===== src/rtl/seq_divider_if.sv =====
// Operand/result handshake bundle for seq_divider.
// master drives operands and consumes results; slave is the divider.
interface seq_divider_if #(
  parameter int N = 4
);
  logic           in_valid;
  logic           in_ready;
  logic [2*N-1:0] dividend;
  logic [N-1:0]   divisor;
  logic           out_valid;
  logic           out_ready;
  logic [2*N-1:0] quotient;
  logic [N-1:0]   remainder;
  logic           div_by_zero;

  modport master (
    output in_valid, dividend, divisor, out_ready,
    input  in_ready, out_valid, quotient, remainder, div_by_zero
  );

  modport slave (
    input  in_valid, dividend, divisor, out_ready,
    output in_ready, out_valid, quotient, remainder, div_by_zero
  );
endinterface


===== src/rtl/seq_divider.sv =====
// Unsigned restoring divider, 2N/N bits, one quotient bit per clock.
// Operands latch on accept; results hold in DONE until out_ready.
module seq_divider #(
  parameter int N = 4
) (
  input logic          clk,
  input logic          rst_n,
  seq_divider_if.slave bus
);
  localparam int W  = 2 * N;
  localparam int CW = $clog2(W) + 1;

  typedef enum logic [1:0] {IDLE, BUSY, DONE} state_t;

  state_t         state, state_n;
  logic [CW-1:0]  cnt;
  logic [N-1:0]   p, p_n;
  logic [N:0]     t;
  logic [W-1:0]   q, q_n, quo;
  logic [N-1:0]   dvs, rem;
  logic           dbz;
  logic           accept, last;

  assign accept = (state == IDLE) && bus.in_valid;
  assign last   = (cnt == CW'(W - 1));
  assign t      = {p, q[W-1]};

  // T fits in N+1 bits, so the compare/subtract never overflows
  always_comb begin
    p_n = t[N-1:0];
    q_n = {q[W-2:0], 1'b0};
    if (t >= {1'b0, dvs}) begin
      p_n    = N'(t - {1'b0, dvs});
      q_n[0] = 1'b1;
    end
  end

  always_comb begin
    state_n = state;
    unique case (state)
      IDLE:
        if (bus.in_valid)
          state_n = (bus.divisor == '0) ? DONE : BUSY;
      BUSY:
        if (last) state_n = DONE;
      DONE:
        if (bus.out_ready) state_n = IDLE;
      default: state_n = IDLE;
    endcase
  end

  always_ff @(posedge clk or negedge rst_n) begin
    if (!rst_n) state <= IDLE;
    else        state <= state_n;
  end

  always_ff @(posedge clk or negedge rst_n) begin
    if (!rst_n) begin
      cnt <= '0;
      p   <= '0;
      q   <= '0;
      dvs <= '0;
      quo <= '0;
      rem <= '0;
      dbz <= 1'b0;
    end else if (accept) begin
      dvs <= bus.divisor;
      if (bus.divisor == '0) begin
        quo <= '1;
        rem <= bus.dividend[N-1:0];
        dbz <= 1'b1;
      end else begin
        cnt <= '0;
        p   <= '0;
        q   <= bus.dividend;
      end
    end else if (state == BUSY) begin
      cnt <= cnt + CW'(1);
      p   <= p_n;
      q   <= q_n;
      if (last) begin
        quo <= q_n;
        rem <= p_n;
        dbz <= 1'b0;
      end
    end
  end

  assign bus.in_ready    = (state == IDLE);
  assign bus.out_valid   = (state == DONE);
  assign bus.quotient    = quo;
  assign bus.remainder   = rem;
  assign bus.div_by_zero = dbz;
endmodule


===== src/flat_wrapper.sv =====
// flat-port wrapper written by rule: the top's interface ports become plain ports
module seq_divider_flat 
#(
  parameter int N = 4
)
  (clk, rst_n, bus_in_valid, bus_dividend, bus_divisor, bus_out_ready, bus_in_ready, bus_out_valid, bus_quotient, bus_remainder, bus_div_by_zero);
  seq_divider_if #(.N(N)) bus_i ();
  input logic clk;
  input logic rst_n;
  input wire logic [$bits(bus_i.in_valid)-1:0] bus_in_valid;
  input wire logic [$bits(bus_i.dividend)-1:0] bus_dividend;
  input wire logic [$bits(bus_i.divisor)-1:0] bus_divisor;
  input wire logic [$bits(bus_i.out_ready)-1:0] bus_out_ready;
  output wire logic [$bits(bus_i.in_ready)-1:0] bus_in_ready;
  output wire logic [$bits(bus_i.out_valid)-1:0] bus_out_valid;
  output wire logic [$bits(bus_i.quotient)-1:0] bus_quotient;
  output wire logic [$bits(bus_i.remainder)-1:0] bus_remainder;
  output wire logic [$bits(bus_i.div_by_zero)-1:0] bus_div_by_zero;
  assign bus_i.in_valid = bus_in_valid;
  assign bus_i.dividend = bus_dividend;
  assign bus_i.divisor = bus_divisor;
  assign bus_i.out_ready = bus_out_ready;
  assign bus_in_ready = bus_i.in_ready;
  assign bus_out_valid = bus_i.out_valid;
  assign bus_quotient = bus_i.quotient;
  assign bus_remainder = bus_i.remainder;
  assign bus_div_by_zero = bus_i.div_by_zero;
  seq_divider #(.N(N)) u_core (.clk(clk), .rst_n(rst_n), .bus(bus_i));
endmodule

===== config.mk =====
export PLATFORM = sky130hd
export DESIGN_NAME = seq_divider_flat
export DESIGN_NICKNAME = d
export VERILOG_FILES = /design/src/rtl/seq_divider_if.sv /design/src/rtl/seq_divider.sv /design/src/flat_wrapper.sv
export SDC_FILE = /design/constraint.sdc
export NUM_CORES = 1
export LEC_CHECK = 0
export CAP_MARGIN = 20
export CORE_UTILIZATION = 25
export CTS_CLUSTER_SIZE = 24
export DETAILED_ROUTE_END_ITERATION = 10
export GPL_TIMING_DRIVEN = 1
export SLEW_MARGIN = 25
export SYNTH_ARGS = -nofsm -noshare
export SYNTH_HDL_FRONTEND = slang
export SYNTH_SLANG_ARGS = --single-unit

===== constraint.sdc =====
create_clock -name clk -period 3.4 [get_ports clk]
set_input_delay 0.34 -clock clk [delete_from_list [all_inputs] [get_ports clk]]
set_output_delay 0.34 -clock clk [all_outputs]
set_load 0.02 [all_outputs]

==> results.toml <==
[status]
status = "complete, no violations"

[global_routing]
grt.total_usage_pct = 11.66
grt_pass1_vias = 1272
grt_first_pass_wirelength_um = 6472
grt_overflow = 0
grt_max_degree = 36
antenna_found_initial = 0

[yosys]
synth_top_family_by_area = "simple AND/OR/NAND/NOR gates"
muxShareOfSynthArea_pct = 2.390
syn_avg_cell_area_um2 = 9.762
ys_seq_area_share_pct = 50.69
yosys_register_bits = 35
synth-compound-area-share_pct = 15.64
synth_nets = 199
synth.cell_area_mm2 = 0.001728
syn-instance-count = 177
yosys_warnings = 0
synth_cell_types = 39
yosys.area_share.simple_pct = 21.00
synthAdderAreaFrac_pct = 4.779
synth-xor-area-share_pct = 1.521

[final_layout]
layout-drive-gt1-share_pct = 8.531
diodes = 0
final_util_pct = 33.75
area_growth_pct = 26.86
nNetsFinal = 232
fillCellCount = 663

[place]
routabilityCongestion = 0.7578
dp_hpwl_um = 2810
io_buffers = 30

[setup_path]
crit_arrival_ns = 2.19
critical-path-max-stage-delay_ns = 0.61
crit_fanout = 16
endpoint_kind = "flip-flop"
critPathTopFamily = "compound AO/OA/AOI/OAI gates"
crit_path_top_delay_cell = "or3b_1"
path_buf_inv = 1
startpoint_type = "primary input"
crit_type = "primary input to flip-flop"
required_ns = 3.58
cp_cell_sequence = "clkdlybuf4s50_1 > or3b_1 > o21ai_4 > o211ai_1 > o21a_1"

[routing]
routedWlPerCell_um = 13.35
dr.pass1.iters = 4
drt_iter0_drc = 108
routed_wl_um = 3846
viasPerCell = 4.715
drc = 0
via_count = 1358
antenna_left = 0

[power]
total_leakage_power_nw = 0.9466
powerDensity_mw_per_mm2 = 1042
vdd_drop_max_mv = 0.3889

[sta]
skew_ns = 0.002621
fmax_ghz = 0.4976
finalCritPeriodShare_pct = 59.11
tns_ns = 0
rsz0062_at_grt = "false"
slew_headroom_pct = 61.02
hold_viol = 0
setup_viol = 0
worst_pin_slew_ns = 0.5847
fin_crit_ns = 2.010
finalMaxSlewViolations = 0

[die]
rows = 29
core_mm2 = 0.006495
start_util_pct = 26.60
die_x_um = 85.14
fp.dieH_um = 85.14
die_area_mm2 = 0.007248
ioPinCount = 31

[cts]
h-tree-depth = 2
cts_root_buffer = "clkbuf_8"
clk_transition_reported_paths_ns = 0.07
cts_buffers = 5
cts_tree = "yes"
cts_buffer_depth = 2
cts_setup_buffers = 0
clock_latency_ns = 0.28
hold_buffers = 0
ctsResizeCount = 0
cts_sinks = 35

[job]
max-cap-violations = 0

[min_path]
hp-class = "primary input to async pin"
## sequential cells by signal (all words and copies together), names as in the netlist
register / cells
u_core.bus.remainder: 4
u_core.p: 4
u_core.cnt: 4
u_core.bus.quotient: 8
u_core.state: 2
u_core.q: 8
u_core.bus.div_by_zero: 1
u_core.dvs: 4
## path summary, 6_finish.rpt
check	depth (start not counted)	slack, ns	end	start
worst max-delay path	5	1.39	u_core.q[0]	bus_in_valid
worst min-delay path	2	0.47	u_core.dvs[3]	rst_n
worst max register to register	6	1.42	u_core.bus.remainder[2]	u_core.dvs[0]
worst min register to register	1	0.49	u_core.bus.quotient[5]	u_core.bus.quotient[5]
max in group asynchronous	2	2.62	u_core.bus.remainder[0]	rst_n
min in group clk	1	0.49	u_core.bus.quotient[5]	u_core.bus.quotient[5]
## cells in the mapped netlist
cell type | n | area (um^2)
nor4_4 | 1 | 21.27
or2b_1 | 1 | 7.510
buf_2 | 1 | 5.000
or2_2 | 1 | 6.260
nor2_1 | 17 | 63.81
mux2i_1 | 3 | 30.03
nand2b_1 | 1 | 6.260
buf_6 | 2 | 22.52
and2b_1 | 1 | 7.510
a21oi_1 | 5 | 25.02
nor2b_1 | 2 | 12.51
and3_1 | 1 | 6.260
nor3_1 | 2 | 10.01
o211ai_1 | 1 | 7.510
mux2_2 | 1 | 11.26
nand2_1 | 40 | 150.1
or3_1 | 1 | 6.260
o22a_1 | 4 | 35.03
a31oi_2 | 2 | 25.02
nand3_1 | 5 | 25.02
buf_4 | 1 | 7.510
xor2_1 | 3 | 26.28
o21ai_0 | 11 | 55.05
o21ai_4 | 1 | 16.27
nor2_2 | 1 | 6.260
ha_1 | 5 | 62.56
nor3b_2 | 1 | 12.51
o221a_2 | 1 | 11.26
inv_1 | 7 | 26.28
or3b_1 | 1 | 8.760
a32o_1 | 1 | 10.01
a21o_1 | 1 | 7.510
clkbuf_1 | 2 | 7.510
a22o_1 | 3 | 26.28
fa_1 | 1 | 20.02
nand4_1 | 2 | 12.51
a31oi_1 | 7 | 43.79
dfrtp_1 | 35 | 875.8
o21a_1 | 1 | 7.510
## layout by cell type, fill, tap and decap left out, types with 3 or more instances in the layout
cell type         n
nand2_1          40
dfrtp_1          35
clkdlybuf4s50_1  30
nor2_1           17
o21ai_0          11
inv_1             7
a31oi_1           7
clkbuf_8          6
a21oi_1           5
nand3_1           5
ha_1              5
o22a_1            4
mux2i_1           3
xor2_1            3
a22o_1            3
## layout make-up
class                   count  area (um^2)  area share [%]
clock buffers               7        86.33           3.938
clock inverters             1        8.758          0.3995
inverters                   7        26.28           1.199
multi-input cells         129        783.3           35.73
flip-flops and latches     35        875.8           39.95
well taps                  77        96.34           4.395
repair buffers             32        315.3           14.38
## worst reg2reg max path: cells and delay by family, from the launching register on
family          cells  cell delay (ns)
flops               1             0.39
compound gates      3             0.66
mux                 1             0.40
simple gates        1             0.15
fa+ha+maj           1             0.30
## report_power, final
| group | leakage (nW) | internal (mW) | switching [mW] |
|---|---|---|---|
| clock | 0.0484 | 0.166 | 0.154 |
| sequential | 0.408 | 0.627 | 0.148 |
| combinational | 0.490 | 0.543 | 0.646 |
| total | 0.947 | 1.34 | 0.948 |
## routing by layer
layer	GRT usage [%]	vias up	share of wire [%]
met4	3.544	0	1.2
met5	0	-	0
li1	-	677	-
met3	3.891	6	5.0
met2	17.16	36	42
met1	16.22	639	51
## cell families (layout without fill, tap and decap cells)
logic type,Yosys count,after routing
AOI/OAI and AO/OA,38,38
buffers and inverters,13,47
muxes,4,4
adders and majority gates,6,6
xor gates and xnor gates,3,3
and+or+nand+nor,78,78
DFF,35,35
## metrics by stage
step | hold WS (ns) | setup WS [ns] | instances | power, mW | cell area (um^2)
2_1_floorplan | 0.04441 | 1.639 | 177 | 1.601 | 1728
3_3_place_gp | 0.4655 | 1.151 | 280 | 1.960 | 2097
3_5_place_dp | 0.4813 | 1.097 | 280 | 1.977 | 2097
4_1_cts | 0.4850 | 1.406 | 288 | 2.308 | 2192
5_1_grt | 0.5211 | 1.298 | 288 | 2.474 | 2192
6_report | 0.4698 | 1.390 | 288 | 2.284 | 2192
(Power assumes the default switching activity.)
